$ cat config.mk
export PLATFORM = sky130hd
export DESIGN_NAME = fifo_flagged
export DESIGN_NICKNAME = d
export VERILOG_FILES = /design/src/rtl/fifo_flagged_pkg.sv /design/src/rtl/fifo_flagged_ptr.sv /design/src/rtl/fifo_flagged.sv
export SDC_FILE = /design/constraint.sdc
export NUM_CORES = 1
export LEC_CHECK = 0
export BUFFER_PORTS_ARGS = -buffer_cell sky130_fd_sc_hd__buf_2
export CORE_UTILIZATION = 55
export DETAILED_ROUTE_END_ITERATION = 7
export GPL_ROUTABILITY_DRIVEN = 0
export PLACE_DENSITY_LB_ADDON = 0.05
export REMOVE_ABC_BUFFERS = 1
export SLEW_MARGIN = 20
export SYNTH_ARGS = -nofsm -noshare
export SYNTH_HDL_FRONTEND = slang
export SYNTH_SLANG_ARGS = --single-unit
$ cat constraint.sdc
create_clock -name clk -period 2.7 [get_ports clk]
set_clock_uncertainty 0.15 [all_clocks]
set_input_delay 0.135 -clock clk [delete_from_list [all_inputs] [get_ports clk]]
set_output_delay 0.135 -clock clk [all_outputs]
set_load 0.02 [all_outputs]
$ cat src/rtl/fifo_flagged_pkg.sv
// Shared defaults and the per-cycle operation encoding for the flagged FIFO.
package fifo_flagged_pkg;

    localparam int DEFAULT_FIFO_SIZE       = 16;
    localparam int DEFAULT_FIFO_WORD_WIDTH = 8;

    // Encoding is {wr_ok, rd_ok}, so an accept pair casts straight into a state.
    typedef enum logic [1:0] {
        FIFO_STATE_IDLE           = 2'b00,
        FIFO_STATE_READ           = 2'b01,
        FIFO_STATE_WRITE          = 2'b10,
        FIFO_STATE_READ_AND_WRITE = 2'b11
    } fifo_op_e;

endpackage

$ cat src/rtl/fifo_flagged_ptr.sv
// Wrapping FIFO pointer: counts 0..FIFO_SIZE-1 and wraps explicitly, so any depth works.
module fifo_flagged_ptr
#(
    parameter int FIFO_SIZE = 2
) (
    input  logic                         clk,
    input  logic                         reset,
    input  logic                         clear,
    input  logic                         inc,
    output logic [$clog2(FIFO_SIZE)-1:0] ptr
);

    localparam int PW = $clog2(FIFO_SIZE);
    localparam logic [PW-1:0] LAST = PW'(FIFO_SIZE - 1);

    always_ff @(posedge clk) begin
        if (reset || clear) begin
            ptr <= '0;
        end else if (inc) begin
            ptr <= (ptr == LAST) ? '0 : ptr + PW'(1);
        end
    end

endmodule

$ cat src/rtl/fifo_flagged.sv
// Single-clock first-word-fall-through FIFO with occupancy count, threshold flags,
// synchronous flush and sticky overflow/underflow flags.
module fifo_flagged
    import fifo_flagged_pkg::*;
#(
    parameter int FIFO_SIZE    = DEFAULT_FIFO_SIZE,
    parameter int WORD_WIDTH   = DEFAULT_FIFO_WORD_WIDTH,
    parameter int AFULL_LEVEL  = FIFO_SIZE - 1,
    parameter int AEMPTY_LEVEL = 1
) (
    input  logic                           clk,
    input  logic                           reset,
    input  logic                           flush,
    input  logic                           clr_err,
    input  logic [WORD_WIDTH-1:0]          w_data,
    input  logic                           wr,
    input  logic                           rd,
    output logic [WORD_WIDTH-1:0]          r_data,
    output logic                           full,
    output logic                           empty,
    output logic                           almost_full,
    output logic                           almost_empty,
    output logic [$clog2(FIFO_SIZE+1)-1:0] count,
    output logic                           overflow,
    output logic                           underflow
);

    localparam int PW = $clog2(FIFO_SIZE);
    localparam int CW = $clog2(FIFO_SIZE + 1);

    logic [WORD_WIDTH-1:0] mem [FIFO_SIZE];
    logic [PW-1:0]         w_ptr;
    logic [PW-1:0]         r_ptr;
    logic                  rd_ok;
    logic                  wr_ok;
    fifo_op_e              op;
    logic [CW-1:0]         count_next;

    // A write into a full FIFO is allowed only when a pop frees the slot this cycle.
    assign rd_ok = rd & ~empty;
    assign wr_ok = wr & (~full | rd_ok);
    assign op    = fifo_op_e'({wr_ok, rd_ok});

    always_comb begin
        count_next = count;
        case (op)
            FIFO_STATE_WRITE: count_next = count + CW'(1);
            FIFO_STATE_READ:  count_next = count - CW'(1);
            default:          count_next = count;
        endcase
    end

    fifo_flagged_ptr #(.FIFO_SIZE(FIFO_SIZE)) u_w_ptr (
        .clk   (clk),
        .reset (reset),
        .clear (flush),
        .inc   (wr_ok),
        .ptr   (w_ptr)
    );

    fifo_flagged_ptr #(.FIFO_SIZE(FIFO_SIZE)) u_r_ptr (
        .clk   (clk),
        .reset (reset),
        .clear (flush),
        .inc   (rd_ok),
        .ptr   (r_ptr)
    );

    always_ff @(posedge clk) begin
        if (wr_ok && !reset && !flush) begin
            mem[w_ptr] <= w_data;
        end
    end

    assign r_data = mem[r_ptr];

    always_ff @(posedge clk) begin
        if (reset) begin
            count        <= '0;
            empty        <= 1'b1;
            almost_empty <= 1'b1;
            full         <= 1'b0;
            almost_full  <= 1'b0;
            overflow     <= 1'b0;
            underflow    <= 1'b0;
        end else begin
            if (flush) begin
                // AFULL_LEVEL >= 1 and AEMPTY_LEVEL >= 0, so the count-0 flags are fixed.
                count        <= '0;
                empty        <= 1'b1;
                almost_empty <= 1'b1;
                full         <= 1'b0;
                almost_full  <= 1'b0;
            end else begin
                count        <= count_next;
                empty        <= (count_next == '0);
                full         <= (count_next == CW'(FIFO_SIZE));
                almost_full  <= (count_next >= CW'(AFULL_LEVEL));
                almost_empty <= (count_next <= CW'(AEMPTY_LEVEL));
            end
            // A new error in the same cycle as clr_err leaves the flag set.
            overflow  <= (overflow  & ~clr_err) | (wr & ~wr_ok & ~flush);
            underflow <= (underflow & ~clr_err) | (rd & ~rd_ok & ~flush);
        end
    end

endmodule

After elaboration in Yosys (flattened, before gate mapping)
Memories as Yosys holds them, arrays and structs flattened. A register that Yosys moved wholly into a read port is not among the register bits.
Cells that the tools add are included.
W data, S select, Z words.
- bits in registers: 19
- RAM bits: 128
- output and inout bits: 19
- memories: 1
- input port bits: 14
- bitwise operators: 17
- equal/unequal tests: 5
- reduce and logical (&&, ||, !) cells: 7
- add/subtract/negate cells: 4
- $lt $le $gt $ge: 2
- multiplexer cells: 7
- memories (name ; words ; bits a word ; rd ports ; clocked after Yosys merged registers in ; wr ports ; RTL line ; text):
    mem ; 16 ; 8 ; 1 ; 1 ; 1 ; fifo_flagged.sv:31 ; logic [WORD_WIDTH-1:0] mem [FIFO_SIZE];
- operators with widths (kind ; number):
    $mux W4 ; 4
    $pmux W5 S2 ; 1
    $add A4 B1 Y4 const B ; 2
    $and A1 B1 Y1 ; 8
    $eq A4 B4 Y1 const B ; 2
    $not A1 Y1 ; 6
    $add A5 B1 Y5 const B ; 1
    $eq A5 B5 Y1 const B ; 1
    $ge A5 B4 Y1 const B ; 1
    $le A5 B1 Y1 const B ; 1
    $logic_not A5 Y1 ; 1
    $sub A5 B1 Y5 const B ; 1
    $or A1 B1 Y1 ; 3
    $eq A2 B1 Y1 const B ; 1
    $eq A2 B2 Y1 const B ; 1
    $logic_and A1 B1 Y1 ; 2
    $logic_not A1 Y1 ; 2
    $mux W1 ; 2
    $reduce_or A2 Y1 ; 1
    $logic_or A1 B1 Y1 ; 1

Depth between registers and ports, before layout
- depth after elaboration: 8
- depth in mapped cells: 12
- depth with buffers taken out: 11

Hierarchy
Synthesis repeated with hierarchy kept, for this count alone.
- cell total of the unflattened synthesis: 313
- area total of the unflattened synthesis: 5969.5 µm²
- modules (own cells, without submodules) (module ; cells each ; area each (µm²) ; seq. area each (µm²) ; times used):
    fifo_flagged ; 275 ; 5596.6 ; 4063.9 ; 1
    fifo_flagged_ptr ; 19 ; 186.4 ; 80.1 ; 2

Worst setup path before layout
Ideal clock, no wire load.
- kind: register -> register
- start point: register empty
- end point: register almost_empty
- period minus slack after synthesis: 2802 ps
- data arrival time: 2537 ps
- path buffers: 1
- setup time: 116 ps
- setup slack: -102 ps
- cell stages (with the launch flop): 13
- cell sequence: dfxtp_1 nand2b_1 a21boi_2 inv_1 ha_1 buf_2 xor2_1 ha_1 a21o_1 a21oi_1 nor4_2 xnor2_1 a31o_1
- cells in the longest elaborated chain, start to end: 7
- elaborated cells between the ends (all ways): 8
- classes of those cells: order compare (1); eq/ne (2); mux (1); bitwise (4)
- RTL lines (element ; RTL line ; text):
    from (decl) ; fifo_flagged.sv:20 ; output logic empty,
    from (signal assigned) ; fifo_flagged.sv:96 ; empty <= (count_next == '0);
    $not A1 Y1 * ; fifo_flagged.sv:40 ; assign rd_ok = rd & ~empty;
    $and A1 B1 Y1 * ; fifo_flagged.sv:40 ;
    $or A1 B1 Y1 ; fifo_flagged.sv:41 ; assign wr_ok = wr & (~full | rd_ok);
    $and A1 B1 Y1 ; fifo_flagged.sv:41 ;
    $eq A2 B1 Y1 / $eq A2 B2 Y1 (equally long branches) ; fifo_flagged.sv:46 ; case (op)
    $pmux W5 S2 * ; fifo_flagged.sv:46 ;
    $le A5 B1 Y1 * ; fifo_flagged.sv:99 ; almost_empty <= (count_next <= CW'(AEMPTY_LEVEL));
    to (signal assigned) ; fifo_flagged.sv:99 ;
    to (decl) ; fifo_flagged.sv:22 ; output logic almost_empty,
Mark *: on every way between the ends. The rest lies on a longest branch, timed or not.
A chain may end at the register's enable or synchronous reset.

==> out/results.tsv <==
metric	value	unit
Mean Syn Cell Area	18.5	sq um
post-synthesis cell type count	46	
hpwl dp	7510	um
Async SR Flop Fraction	0	%
Num CTS Buffers	17	
CTS tree	built	
Area Growth Syn to Fin	20.8	%
Max FO, Critical Path	8	
Total GRT Usage	24.2	%
Req. time, crit path	2.41	ns
Synth Flop Type	edfxtp_1	
Least-Margin Pin Slew	0.529	ns
max-cap violations	0	
chip width	108	um
RSZ-0062 raised after global routing	yes	
crit share post-route	99.0	%
Sequential Area	4310	sq um
Die Ht	108	um
Core Area	10900	sq um
remaining routing DRC violations	0	
VDD IR max	0.000438	V
GRT Max-Usage Layer	met2	
Seq cells post-synth	151	
commonest non-fill, non-tap cell in the layout	edfxtp_1	
Post-Route Utilization	68.7	%
footprint of the multi-input gates	1720	sq um
crit path DAT	2.39	ns
Seq/Total Area, Yosys	69.5	%
GR Overflow Total	0	
PwrDens	694	nW/um^2
PnR Total Power	5.19	mW
Global Route met1 Usage	30.5	%
Clock Pin Slew Worst Setup and Hold Paths	0.06	ns
H-tree depth	4	
met3 GRT Util	7.05	%
number of diodes	0	
vias in the first global route	3378	
Hold Crit Start	wr	
Fin Hold WS	0.0379	ns
initial antenna violation count	0	
PortBufs	32	
initial core utilization	56.9	%
worst r2r src	empty	
commonest non-fill, non-tap cells in the layout	edfxtp_1, mux4_2, buf_2, buf_4, nor2_1	
Hold Fails Final Rpt	0	
Crit. End Element	primary output	
Static Leak	2.57	nW
crit path kind	flip-flop to primary output	
Layout fillers	714	
Final ANT Viol Nets	0	
drt pass-1 iters	6	
count of final max-slew check failures	0	
CP startpoint kind	flip-flop	
outcome	complete, no violations	
Post-synth EDFFs	128	
GR met2 Demand/Resource	38.8	%
Starting DRT DRC Count	245	
WL per Instance	22.9	um
Die Area	11700	sq um
global-route wire length before repair	19400	um
Final nets	436	
setup total negative slack	0	ns
WL final	13000	um
Worst Hold Class	primary input to flip-flop	
clk_lat worst skew	0.52	ns
row cnt	38	
I/O pin count	33	
CTS root buf	clkbuf_8	
fmax	0.374	GHz
clk buf depth	2	
Sink Count	151	
synthesized area	6190	sq um
fraction of layout cells with a size suffix above 1	32.1	%
relative slew slack	64.7	%
total number of vias	3313	
endpoints failing setup	0	
Syn Inst Count	334	
vias per cell	5.84	
Period minus WS final	2.67	ns
largest net degree at the start of global routing	33	
YS warnings	0	
## flip-flops by register name (all words and copies together) (netlist names), named ones only
name and flops:
underflow 1, mem 128, almost_full 1, almost_empty 1, full 1, overflow 1, u_w_ptr.ptr 4, u_r_ptr.ptr 4
count 5, empty 1
## metrics by stage
step	instances	instance area, sq um	setup WS (ns)
5_1_grt	567	7480	-0.0234
2_1_floorplan	316	6070	-0.0728
4_1_cts	564	7430	0.00760
3_5_place_dp	517	6650	0.107
6_report	567	7480	0.0266
3_3_place_gp	517	6650	0.192
## critical path: stages, from the launching register on
cell,delay [ns]
dfxtp_4,0.44
clkbuf_16,0.21
mux4_2,0.55
mux4_2,0.49
buf_2,0.18
## Yosys cell counts, types with 2 or more instances
| cell type | n | area share [%] |
|---|---|---|
| a31oi_1 | 2 | 0.20 |
| nor3b_1 | 2 | 0.24 |
| inv_1 | 7 | 0.42 |
| mux4_2 | 16 | 5.8 |
| buf_2 | 2 | 0.16 |
| o21ai_0 | 4 | 0.32 |
| dfxtp_1 | 23 | 7.4 |
| ha_1 | 8 | 1.6 |
| xor2_1 | 6 | 0.85 |
| nand2_1 | 16 | 0.97 |
| edfxtp_1 | 128 | 62 |
| clkbuf_1 | 5 | 0.30 |
| buf_8 | 2 | 0.49 |
| buf_1 | 6 | 0.36 |
| nor3_1 | 8 | 0.65 |
| a21oi_1 | 12 | 0.97 |
| a21o_1 | 2 | 0.24 |
| xnor2_1 | 2 | 0.28 |
| nor2_1 | 28 | 1.7 |
| nand2b_1 | 6 | 0.61 |
| mux4_1 | 24 | 10 |
## layout make-up
class | count | area share (%)
clock buffers | 24 | 6.29
multi-input cells | 158 | 23.0
clock inverters | 8 | 1.97
flip-flops and latches | 151 | 57.6
repair buffers | 79 | 8.46
inverters | 7 | 0.351
well taps | 140 | 2.34
## where the power goes
group	internal [mW]	switching (mW)
clock network	1.57	0.875
registers	2.54	0.0120
logic	0.0885	0.105
## repair_timing
| item | in CTS | in global routing |
|---|---|---|
| gates cloned | 1 | 2 |
| resized for setup | 3 | 22 |
| hold buffers | 14 | 0 |
| buffers inserted | 0 | 1 |
| setup endpoints to repair | 5 | 12 |
| pin swaps | 0 | 5 |
| hold endpoints to repair | 143 | 0 |
## metal layers
metal / wire, um / vias up
li1: - / 1494
met1: 5510 / 1680
met2: 6450 / 115
met3: 686 / 24
met4: 362 / 0
met5: 0 / -
## final timing paths
path               endpoint  slack (ns)  depth (start not counted)
max               r_data[7]        0.03                          4
min          u_w_ptr.ptr[3]        0.04                          5
max reg2reg    almost_empty        0.21                         10
min reg2reg  u_r_ptr.ptr[1]        0.38                          2
## cell families after synthesis
kind of cell,after synthesis,synth area share (%)
flops,151,69.5
simple gates,70,5.64
mux,41,16.2
compound gates,30,3.19
buf+inv,25,2.36
xor+xnor,9,1.50
fa+ha+maj,8,1.62
(Power assumes the default switching activity.)
